File: config.mk
export PLATFORM = sky130hd
export DESIGN_NAME = wb_initiator
export DESIGN_NICKNAME = d
export VERILOG_FILES = /design/src/rtl/wb_pkg.sv /design/src/rtl/wb_be_lanes.sv /design/src/rtl/wb_initiator.sv
export SDC_FILE = /design/constraint.sdc
export NUM_CORES = 1
export LEC_CHECK = 0
export CAP_MARGIN = 40
export CORE_ASPECT_RATIO = 0.9
export CORE_MARGIN = 4
export CORE_UTILIZATION = 43
export DETAILED_ROUTE_END_ITERATION = 6
export PLACE_DENSITY = 0.91
export SETUP_SLACK_MARGIN = 0.15
export SLEW_MARGIN = 25
export SYNTH_ARGS = -nofsm -noshare
export SYNTH_HDL_FRONTEND = slang
export SYNTH_SLANG_ARGS = --single-unit
File: constraint.sdc
create_clock -name clk_i -period 2.5 [get_ports clk_i]
set_input_delay 0.5 -clock clk_i [delete_from_list [all_inputs] [get_ports clk_i]]
set_output_delay 0.5 -clock clk_i [all_outputs]
set_load 0.05 [all_outputs]
File: src/rtl/wb_pkg.sv
// wb_pkg: shared Wishbone access-size and state types plus byte-lane helpers
package wb_pkg;
    typedef enum logic [1:0] {
        WB_SIZE_BYTE = 2'd0,
        WB_SIZE_HALF = 2'd1,
        WB_SIZE_WORD = 2'd2
    } wb_size_e;

    typedef enum logic [1:0] {IDLE, BUS, GAP, RESP} wb_state_e;

    function automatic logic [3:0] wb_sel(input logic [1:0] size, input logic [1:0] off);
        return size == WB_SIZE_BYTE ? 4'b1000 >> off :
               size == WB_SIZE_HALF ? (off[1] ? 4'b0011 : 4'b1100) :
               size == WB_SIZE_WORD ? 4'b1111 : 4'b0000;
    endfunction

    function automatic logic wb_misaligned(input logic [1:0] size, input logic [1:0] off);
        return size == 2'd3 || (size == WB_SIZE_HALF && off[0]) || (size == WB_SIZE_WORD && off != 2'd0);
    endfunction
endpackage

File: src/rtl/wb_be_lanes.sv
// wb_be_lanes: big-endian write-data steering and read-data extract/extend
module wb_be_lanes
    import wb_pkg::*;
(
    input  logic [1:0]  size,
    input  logic [1:0]  off,
    input  logic        sgn,
    input  logic [31:0] wdat,
    input  logic [31:0] rdat,
    output logic [31:0] wlane,
    output logic [31:0] rext
);
    logic [4:0]  sh;
    logic [31:0] rs;

    // replicate write data across lanes; shift the addressed read lane down and extend it
    always_comb begin
        wlane = size == WB_SIZE_BYTE ? {4{wdat[7:0]}} : size == WB_SIZE_HALF ? {2{wdat[15:0]}} : wdat;
        sh    = size == WB_SIZE_BYTE ? {~off, 3'b000} : size == WB_SIZE_HALF ? {~off[1], 4'b0000} : 5'd0;
        rs    = rdat >> sh;
        rext  = size == WB_SIZE_BYTE ? {{24{sgn & rs[7]}}, rs[7:0]} :
                size == WB_SIZE_HALF ? {{16{sgn & rs[15]}}, rs[15:0]} : rs;
    end
endmodule

File: src/rtl/wb_initiator.sv
// wb_initiator: single-outstanding big-endian Wishbone classic initiator (optional timeout: WB_INITIATOR_TIMEOUT_EN)
module wb_initiator
    import wb_pkg::*;
#(
    parameter int MAX_RETRIES = 3
`ifdef WB_INITIATOR_TIMEOUT_EN
    , parameter int TIMEOUT_CYCLES = 255
`endif
) (
    input  logic        clk_i,
    input  logic        rst_ni,
    input  logic        cmd_valid_i,
    output logic        cmd_ready_o,
    input  logic        cmd_we_i,
    input  logic [31:0] cmd_adr_i,
    input  logic [1:0]  cmd_size_i,
    input  logic        cmd_signed_i,
    input  logic [31:0] cmd_dat_i,
    output logic        rsp_valid_o,
    input  logic        rsp_ready_i,
    output logic [31:0] rsp_dat_o,
    output logic        rsp_err_o,
    output logic        cyc_o,
    output logic        stb_o,
    output logic        we_o,
    output logic [31:0] adr_o,
    output logic [3:0]  sel_o,
    output logic [31:0] dat_o,
    input  logic [31:0] dat_i,
    input  logic        ack_i,
    input  logic        err_i,
    input  logic        rty_i
);
    localparam int RW = $clog2(MAX_RETRIES + 2);

    wb_state_e     state;
    logic [1:0]    size_q, off_q;
    logic          sgn_q;
    logic [RW-1:0] rty_cnt;
    logic [31:0]   wlane, rext;
    logic          tmo;

`ifdef WB_INITIATOR_TIMEOUT_EN
    localparam int TW = $clog2(TIMEOUT_CYCLES + 1);
    logic [TW-1:0] tmo_cnt;
    assign tmo = tmo_cnt == TW'(TIMEOUT_CYCLES - 1);
`else
    assign tmo = 1'b0;
`endif

    assign cmd_ready_o = state == IDLE;

    wb_be_lanes u_lanes (
        .size  (state == IDLE ? cmd_size_i : size_q),
        .off   (state == IDLE ? cmd_adr_i[1:0] : off_q),
        .sgn   (sgn_q),
        .wdat  (cmd_dat_i),
        .rdat  (dat_i),
        .wlane (wlane),
        .rext  (rext)
    );

    // command/bus/response sequencer with registered bus and response outputs
    always_ff @(posedge clk_i or negedge rst_ni) begin
        if (!rst_ni) begin
            state       <= IDLE;
            cyc_o       <= 1'b0;
            stb_o       <= 1'b0;
            we_o        <= 1'b0;
            adr_o       <= '0;
            sel_o       <= '0;
            dat_o       <= '0;
            rsp_valid_o <= 1'b0;
            rsp_err_o   <= 1'b0;
            rsp_dat_o   <= '0;
            size_q      <= '0;
            off_q       <= '0;
            sgn_q       <= 1'b0;
            rty_cnt     <= '0;
`ifdef WB_INITIATOR_TIMEOUT_EN
            tmo_cnt     <= '0;
`endif
        end else begin
`ifdef WB_INITIATOR_TIMEOUT_EN
            tmo_cnt <= state == BUS ? tmo_cnt + 1'b1 : '0;
`endif
            case (state)
                IDLE: if (cmd_valid_i) begin
                    size_q <= cmd_size_i;
                    off_q  <= cmd_adr_i[1:0];
                    sgn_q  <= cmd_signed_i;
                    if (wb_misaligned(cmd_size_i, cmd_adr_i[1:0])) begin
                        rsp_valid_o <= 1'b1;
                        rsp_err_o   <= 1'b1;
                        rsp_dat_o   <= '0;
                        state       <= RESP;
                    end else begin
                        adr_o <= {cmd_adr_i[31:2], 2'b00};
                        sel_o <= wb_sel(cmd_size_i, cmd_adr_i[1:0]);
                        dat_o <= wlane;
                        we_o  <= cmd_we_i;
                        cyc_o <= 1'b1;
                        stb_o <= 1'b1;
                        state <= BUS;
                    end
                end
                BUS: if (ack_i || err_i || (rty_i && rty_cnt == RW'(MAX_RETRIES)) || tmo) begin
                    cyc_o       <= 1'b0;
                    stb_o       <= 1'b0;
                    rsp_valid_o <= 1'b1;
                    rsp_err_o   <= !ack_i;
                    rsp_dat_o   <= ack_i && !we_o ? rext : '0;
                    state       <= RESP;
                end else if (rty_i) begin
                    rty_cnt <= rty_cnt + 1'b1;
                    cyc_o   <= 1'b0;
                    stb_o   <= 1'b0;
                    state   <= GAP;
                end
                GAP: begin
                    cyc_o <= 1'b1;
                    stb_o <= 1'b1;
                    state <= BUS;
                end
                RESP: if (rsp_ready_i) begin
                    rsp_valid_o <= 1'b0;
                    rsp_err_o   <= 1'b0;
                    rsp_dat_o   <= '0;
                    rty_cnt     <= '0;
                    state       <= IDLE;
                end
            endcase
        end
    end
endmodule

; Word level (Yosys, flattened, before mapping)
; Index checks and enable logic that the tools add are counted.
[totals]
register_bits = 112
input_bits = 107
out_inout_bits = 106
[classes]
n_reduce_logical = 23
bitwise_logic = 5
mux = 40
eq_ne = 16
n_shift = 2
addsub = 1
[ops]
columns = cell, n
row1 = 2-to-1 mux 32 bit, 9
row2 = case mux 32 bit (3 select lines), 1
row3 = >> shifter 32 x 5 -> 32 bit, 1
row4 = 2-to-1 mux 4 bit, 4
row5 = 2-to-1 mux 2 bit, 7
row6 = "!= test 2 bit, second input constant", 6
row7 = 2-to-1 mux 5 bit, 2
row8 = 2-to-1 mux 1 bit, 9
row9 = 2-to-1 mux 3 bit, 3
row10 = case mux 1 bit (3 select lines), 3
row11 = "equality test 2 bit, second input constant", 4
row12 = case mux 2 bit (4 select lines), 1
row13 = AND reduction 4 bit, 2
row14 = "equality test 2 x 1 -> 1 bit, second input constant", 3
row15 = logical NOT 2 bit, 3
row16 = case mux 3 bit (2 select lines), 1
row17 = AND reduction 3 bit, 2
row18 = nonzero test 3 bit, 2
row19 = AND reduction 5 bit, 1
row20 = logical AND 1 bit, 4
row21 = logical OR 1 bit, 4
row22 = nonzero test 2 bit, 2
row23 = ">> shifter 4 x 2 -> 4 bit, first input constant", 1
row24 = "adder 3 x 1 -> 3 bit, second input constant", 1
row25 = 8 further kinds, 11

; Logic depth before layout (Yosys ltp)
; Gate-level depths: netlist (run 1).
[depth]
word_depth = 12
mapped_depth = 8
mapped_depth_nobuf = 7

; Hierarchy
; Synthesis (run 1) repeated with hierarchy kept, for this count alone.
[unflattened]
cells_unflattened = 556
hier_area_um2 = 6222.2
[by_module_without_submodules]
columns = mod, area_per_inst_um2, cells_per_inst, n_inst, seq_area_each_um2
row1 = wb_initiator, 5078.6, 415, 1, 2802.7
row2 = wb_be_lanes, 1143.6, 141, 1, 0.0

; Worst setup path before layout (run 1)
; OpenSTA, ideal clock, no wires.
[synth_timing]
path_kind = flip-flop to flip-flop
startpoint = reg state[1]
endpoint = reg rsp_dat_o[28]
required_time_ns = 2.379
stages_incl_launch_ff = 8
setup_ns = 0.121
arrival_time_ns = 2.398
setup_slack_ns = -0.019
path_cell_list = dfrtp_1 > nor2_2 > o31a_1 > buf_6 > mux2_4 > a311oi_4 > o21ai_1 > a22o_1
[synth_via]
elab_chain_len = 12
[synth_rtl]
columns = element, line
row1 = from (decl), wb_initiator.sv:36  ; wb_state_e state;
row2 = from (signal assigned), wb_initiator.sv:66  ; state <= IDLE;
row3 = from (signal assigned), wb_initiator.sv:96  ; state <= RESP;
row4 = from (signal assigned), wb_initiator.sv:104  ; state <= BUS;
row5 = logical NOT 2 bit *, n/a
row6 = net cmd_ready_o, wb_initiator.sv:13  ; output logic cmd_ready_o,
row7 = "2-to-1 mux 2 bit, on equally long branches", "wb_initiator.sv:54, wb_initiator.sv:55"
row8 = equality test 2 x 1 -> 1 bit / inverter 1 bit (equally long branches), "wb_be_lanes.sv:19, wb_be_lanes.sv:22"
row9 = 2-to-1 mux 5 bit (2 in a row), wb_be_lanes.sv:19  ; sh = size == WB_SIZE_BYTE ? {~off, 3'b000} : size == WB_SIZE_HALF ? {~off[1], 4'b0000} : 5'd0;
row10 = >> shifter 32 x 5 -> 32 bit, wb_be_lanes.sv:20  ; rs = rdat >> sh;
row11 = AND 1 bit, wb_be_lanes.sv:22  ; size == WB_SIZE_HALF ? {{16{sgn & rs[15]}}, rs[15:0]} : rs;
row12 = 2-to-1 mux 32 bit, wb_be_lanes.sv:22
row13 = 2-to-1 mux 32 bit, wb_be_lanes.sv:21  ; rext = size == WB_SIZE_BYTE ? {{24{sgn & rs[7]}}, rs[7:0]} :
row14 = 2-to-1 mux 32 bit, wb_initiator.sv:112  ; rsp_dat_o <= ack_i && !we_o ? rext : '0;
row15 = 2-to-1 mux 32 bit, wb_initiator.sv:107  ; BUS: if (ack_i || err_i || (rty_i && rty_cnt == RW'(MAX_RETRIES)) || tmo) begin
row16 = case mux 32 bit (3 select lines), wb_initiator.sv:87  ; case (state)
row17 = to (signal assigned), wb_initiator.sv:112
row18 = to (decl), wb_initiator.sv:21  ; output logic [31:0] rsp_dat_o,
; Mark *: on every way through the listed nets, which the timed path passes. The rest lies on a longest branch. The select of a mux whose other input is x is not followed.
; A chain may end at the register's enable or synchronous reset.

; Worst setup path after layout (run 1)
[layout_timing]
startpoint = in cmd_adr_i[1]
endpoint = reg rsp_dat_o[26]
[layout_via]
elab_chain_len = 11
[layout_rtl]
columns = element, line
row1 = from (decl), wb_initiator.sv:15  ; input logic [31:0] cmd_adr_i,
row2 = 2-to-1 mux 2 bit, wb_initiator.sv:55  ; .off (state == IDLE ? cmd_adr_i[1:0] : off_q),
row3 = inverter 1 bit, wb_be_lanes.sv:19
row4 = 2-to-1 mux 5 bit (2 in a row), wb_be_lanes.sv:19
row5 = >> shifter 32 x 5 -> 32 bit, wb_be_lanes.sv:20
row6 = AND 1 bit, wb_be_lanes.sv:22
row7 = 2-to-1 mux 32 bit, wb_be_lanes.sv:22
row8 = 2-to-1 mux 32 bit, wb_be_lanes.sv:21
row9 = 2-to-1 mux 32 bit, wb_initiator.sv:112
row10 = 2-to-1 mux 32 bit, wb_initiator.sv:107
row11 = case mux 32 bit (3 select lines), wb_initiator.sv:87
; Several ways; a longest one is shown, not always the timed one. The select of a mux whose other input is x is not followed.

==> impl_metrics.yaml, run 1 <==
synth:
  synthFlopType: "dfrtp_1"
  synth_top_cell_by_area: "dfrtp_1"
  netlist_top_cells_count: "112 x dfrtp_1, 76 x nand2_1, 46 x mux2_2, 34 x o21ai_0, 33 x mux2i_1"
  synthArstFlopShare_pct: 100
  synth_warnings: 0
  ys_types: 46
  yosysTopAreaCellShare_pct: 54.1
  synth_top_cells_by_area: "dfrtp_1 54%, mux2_2 10%, mux2i_1 6.4%"
  ys_seq_area_share_pct: 54.1
  synth_most_common_cell: "dfrtp_1"
  syn-instance-count: 461
  synth_area_um2: 5180
  synth-edff-count: 0
  syn_avg_cell_area_um2: 11.2
  synth-seq-cells: 112
route:
  avgRoutedWirePerCell_um: 18.0
  wl_um: 15300
  drt_pre_antenna_iters: 6
  ant_nets: 0
  num_vias: 4639
  drc: 0
  drt_iter0_markers: 322
  avgViaCountPerCell: 5.47
critical_path:
  start_kind: "primary input"
  cp_max_fo: 8
  crit_required_ps: 2720
  worstPathArrival_ps: 2490
  end_kind: "flop"
  r2r_slack_ps: 240
  crit_type: "primary input to flop"
final_layout:
  drive_above_1_share_pct: 16.5
  nets: 797
  antenna_cells: 0
  area_delta_synth_final_pct: 54.2
  final_cells: 848
sta:
  grt_setup_unrepaired: "false"
  fin_crit_ps: 2270
  report.final.slew_viol_count: 0
  finalHoldViolCount: 0
  worst_pin_slew_ps: 539
  fin_worst_skew_ps: 4.80
  slew_headroom_pct: 64.0
  setup_violations: 0
  period_share_pct: 90.8
  holdWs_ps: 28.7
  max_freq_mhz: 440
clocking:
  root_buffer: "clkbuf_16"
  clock_latency_ps: 340
  clk_path_buf_depth: 2
  cts_buffers: 9
  cts_hold_buffers: 0
  htreeDepth: 3
  cts.sink_count: 112
  cts_tree: "yes"
  clkSlewWorstSetupHoldPaths_ps: 70
global_route:
  first_global_vias: 4727
  grt_overflow: 0
  grt_start_max_net_pins: 63
  grtUsageTotal_pct: 21.7
  grt_pass1_wl_um: 24200
  grt_antenna_before_repair: 0
min_path:
  hold_class: "primary input to async pin"
place:
  dpl.hpwl_um: 11800
  placedCellCount: 829
  gp_congestion: 0.922
  port_buffers: 210
floorplanning:
  rows: 37
  start_util_pct: 44.6
  die-width_um: 124
  pin_count: 213
  die_area_um2: 13900
  core_um2: 11600
  die_h_um: 112
power:
  combPwrFrac_pct: 62.4
  switchingPower_mw: 5.54
  clock_power_share_pct: 11.4
  internal-power_mw: 6.01
  leakage_nw: 3.52
  irDropWorstVdd_mv: 0.838
  cellPowerDensity_nw_per_um2: 1450
  p_seq_share_pct: 26.1
  swShare_pct: 48.0
run_status:
  status: "complete, no violations"
job:
  maxCapViolCount: 0
[routing by layer]
metal,GRT usage (%),vias to the layer above,part of all wire [%]
met2,36.4,234,51
met1,27.5,2244,38
met4,5.98,0,1.4
met5,0,-,0
met3,5.89,20,9.6
li1,-,2141,-
[critical path, stage by stage]
cell and delay [ps]:
dlygate4sd2_1 250, or4_1 530, o31a_1 150, mux2_4 340, a311oi_4 260, buf_6 160, o21ai_1 70, a22o_1 220
[area by class of cell]
type	count	area [um^2]
fill	843	3630
sequential	112	2800
timing repair buffer	250	2450
multi-input combinational	310	2250
clock buffer	10	239
tap	156	195
clock inverter	5	33.8
inverter	5	18.8
[cell usage in the layout, fill, tap and decap left out, types with 2 or more instances in the layout]
master             n
clkbuf_16          9
clkdlybuf4s50_1  206
a222oi_1           8
nand3_1           11
nor2_1             7
o21ai_1            8
or4_1              2
ha_1               2
a22o_1            18
buf_4             37
mux2_2            46
nor2b_1            2
buf_12             4
a32o_1            15
a21oi_1           14
a22oi_1            2
inv_1              5
nand2_1           75
conb_1             2
o21ai_0           34
o31a_1             3
mux2i_1           32
clkinv_2           2
a221o_1            2
dfrtp_1          112
clkinvlp_4         2
nor3b_1            2
[per-stage QoR]
step | setup WS, ps | TNS (ps) | total power [mW] | area [um^2] | utilization, %
3_3_place_gp | -235 | -4440 | 9.98 | 7680 | 66.1
3_5_place_dp | -266 | -5500 | 10.2 | 7680 | 66.1
4_1_cts | 148 | 0 | 11.6 | 7970 | 68.6
2_1_floorplan | 194 | 0 | 7.61 | 5190 | -
5_1_grt | 146 | 0 | 12.2 | 7990 | 68.8
6_report | 229 | 0 | 11.6 | 7990 | 68.8
[cells by family after synthesis]
group,after synthesis,share of synthesized area [%]
AOI/OAI and AO/OA,113,15.8
muxes,80,16.7
buffers and inverters,40,3.38
adders and majority gates,2,0.483
DFF,112,54.1
other,1,0.0724
xor gates and xnor gates,1,0.169
and+or+nand+nor,112,9.39
[sequential cells by signal, summed over array words and instances, names as in the netlist, 2 cells and up]
signal,count
rsp_dat_o,32
size_q,2
adr_o,30
rty_cnt,3
sel_o,4
off_q,2
state,2
dat_o,32
[power groups by stage]
| stage | sequential (mW) | combinational [mW] | clock, mW |
|---|---|---|---|
| CTS | 3.02 | 7.20 | 1.36 |
| global route | 3.11 | 7.60 | 1.44 |
| floorplan | 5.35 | 2.25 | 0 |
| global placement | 3.00 | 6.98 | 0 |
| finish | 3.02 | 7.21 | 1.32 |
| detailed placement | 3.05 | 7.14 | 0 |
[timing repair]
item | in CTS | in global routing
buffers inserted | 2 | 2
setup endpoints to repair | 8 | 20
pin swaps | 2 | 1
gates cloned | 0 | 0
gates resized for setup | 3 | 3
hold endpoints to repair | 0 | 0
[path summary, 6_finish.rpt]
check | from | end | cells past startpoint
hold / removal | rst_ni | rsp_dat_o[20] | 1
setup / recovery | cmd_adr_i[1] | rsp_dat_o[26] | 8
setup reg to reg | state[0] | rsp_dat_o[26] | 9
min in group clk_i | dat_o[13] | dat_o[13] | 2
hold reg to reg | dat_o[13] | dat_o[13] | 2
max in group asynchronous | rst_ni | dat_o[7] | 2
No activity file was read; power rests on OpenSTA's default activity.
==> run 2, diff against run 1 <==
--- a/config.mk
+++ b/config.mk
@@ -12,6 +12,7 @@
 export DETAILED_ROUTE_END_ITERATION = 6
 export PLACE_DENSITY = 0.91
 export SETUP_SLACK_MARGIN = 0.15
+export SKIP_LAST_GASP = 1
 export SLEW_MARGIN = 25
 export SYNTH_ARGS = -nofsm -noshare
 export SYNTH_HDL_FRONTEND = slang
==> results of run 2 <==
Final layout, timing and power as in run 1 (identical DEF).
==> run 3, diff against run 2 <==
--- a/config.mk
+++ b/config.mk
@@ -8,9 +8,9 @@
 export CAP_MARGIN = 40
 export CORE_ASPECT_RATIO = 0.9
 export CORE_MARGIN = 4
-export CORE_UTILIZATION = 43
+export CORE_UTILIZATION = 47
 export DETAILED_ROUTE_END_ITERATION = 6
-export PLACE_DENSITY = 0.91
+export PLACE_DENSITY = 0.95
 export SETUP_SLACK_MARGIN = 0.15
 export SKIP_LAST_GASP = 1
 export SLEW_MARGIN = 25
==> constraint.sdc (replaced) <==
create_clock -name clk_i -period 2.7 [get_ports clk_i]
set_input_delay 0.54 -clock clk_i [delete_from_list [all_inputs] [get_ports clk_i]]
set_output_delay 0.54 -clock clk_i [all_outputs]
set_load 0.05 [all_outputs]
==> run 3 against run 2 <==
  * The run now ends with design-rule violations left
  * Final cell count down 3.1%
  * Global-route usage up 1.9 points
  * Sequential power down 6.6%
  * Largest cell class unchanged
  * Highest routed layer unchanged
==> impl_metrics.yaml, run 3 (synthesized netlist as in run 1, its figures left out) <==
route:
  met2_length_um: 7850
  wl_met1_um: 6230
  drc: 1
  top_layer: "met4"
  wl_um: 15500
  drt_iter0_markers: 373
  num_vias: 4605
  drt_pre_antenna_iters: 7
  avgViaCountPerCell: 5.60
  dr_wl_met3_um: 1040
  avgRoutedWirePerCell_um: 18.9
  ant_nets: 0
power:
  cellPowerDensity_nw_per_um2: 1340
  irDropWorstVdd_mv: 0.860
  leakage_nw: 3.52
  power_mw: 10.7
global_route:
  grt_pass1_wl_um: 24400
  grt_start_max_net_pins: 54
  grt_overflow: 0
  grt_antenna_before_repair: 0
  grtUsageTotal_pct: 23.6
  first_global_vias: 4904
run_status:
  failed_checks: "design-rule violations"
  status: "complete, but fails checks"
critical_path:
  worstPathArrival_ps: 2700
  slowest_stage: "or4_1"
  critPathTopFamily: "buffers and inverters"
  path_cells: "clkdlybuf4s50_1 -> or4_1 -> o31a_1 -> mux2_4 -> buf_4 -> nand4_1 -> nand3_4 -> clkbuf_16 -> a32o_1"
  crit_type: "primary input to flop"
  critPathMaxStageDelay_ps: 430
  cp_max_fo: 6
  crit_required_ps: 2920
  r2r_slack_ps: 330
  r2r_end: "rsp_dat_o[20]"
  r2r_cells: 8
  start_kind: "primary input"
  end_kind: "flop"
  reg2reg_from: "state[1]"
  crit_buf_inv: 3
sta:
  worst_pin_slew_ps: 571
  slew_headroom_pct: 61.8
  max_freq_mhz: 404
  fin_worst_skew_ps: 6.46
  setup_violations: 0
  fin_crit_ps: 2470
  grt_setup_unrepaired: "false"
  period_share_pct: 91.6
  finalSetupTns_ps: 0
  finalWorstSetupSlack_ps: 226
  report.final.slew_viol_count: 0
  finalHoldViolCount: 0
job:
  maxCapViolCount: 0
floorplanning:
  start_util_pct: 47.9
  pin_count: 213
  die-width_um: 119
  die_h_um: 108
  rows: 36
  die_area_um2: 12800
  core_um2: 10800
min_path:
  hold_class: "primary input to async pin"
final_layout:
  post-route-util_pct: 74.0
  final_cells: 822
  mostFrequentLayoutCells: "207 x clkdlybuf4s50_1, 112 x dfrtp_1, 74 x nand2_1"
  biggestRegsByFlops: "dat_o: 32 flops, rsp_dat_o: 32 flops, adr_o: 30 flops"
  antenna_cells: 0
  area_delta_synth_final_pct: 54.3
  final_common_cell: "clkdlybuf4s50_1"
  drive_above_1_share_pct: 16.3
  nets: 793
place:
  dpl.hpwl_um: 11900
  port_buffers: 210
  gp_congestion: 0.938
  place_ws_ps: -204
  placedCellCount: 803
clocking:
  clkSlewWorstSetupHoldPaths_ps: 70
  clk_path_buf_depth: 2
  root_buffer: "clkbuf_16"
  htreeDepth: 3
  cts_buffers: 9
  cts_tree: "yes"
  clock_latency_ps: 340
  cts.sink_count: 112
[run 3: worst max-delay path by stage]
stage | start | end | slack, ps | depth (start not counted)
after global placement | cmd_adr_i[1] | rsp_dat_o[26] | -130 | 7
after CTS | cmd_size_i[1] | rsp_dat_o[19] | 150 | 9
after global routing | cmd_adr_i[1] | rsp_dat_o[8] | 170 | 9
final | cmd_adr_i[1] | rsp_dat_o[20] | 230 | 9
after floorplan | state[1] | rsp_dat_o[28] | 180 | 7
after detailed placement | cmd_adr_i[1] | rsp_dat_o[25] | -200 | 7
[run 3: repair_timing]
action | CTS | global route
hold buffers | 0 | 0
gates resized for setup | 0 | 8
gates cloned | 0 | 2
setup endpoints to repair | 2 | 17
setup buffers | 1 | 0
pin swaps | 1 | 2
[run 3: per-layer routing]
metal	global-route usage (%)	vias to the layer above
met5	0	-
met4	8.11	0
met3	6.20	31
met2	41.2	207
met1	28.5	2244
li1	-	2123
[run 3: through the flow]
step           hold slack (ps)  instance area (um^2)
2_1_floorplan              244                  5190
5_1_grt                    184                  8000
4_1_cts                    168                  7920
3_3_place_gp               462                  7620
6_report                   162                  8000
3_5_place_dp               473                  7620
[run 3: area by class of cell]
cell class / instances / area (um^2)
clock buffers: 10 / 239
clock inverters: 6 / 48.8
fillers: 753 / 2810
inverters: 5 / 18.8
multi-input cells: 310 / 2260
flip-flops and latches: 112 / 2800
well taps: 133 / 166
repair buffers: 246 / 2460
[run 3: report_power, final]
| part | leakage [nW] | internal (mW) | switching (mW) |
|---|---|---|---|
| registers | 1.41 | 2.38 | 0.437 |
| logic | 1.98 | 2.50 | 4.13 |
| clock network | 0.137 | 0.664 | 0.615 |
| total | 3.52 | 5.54 | 5.18 |
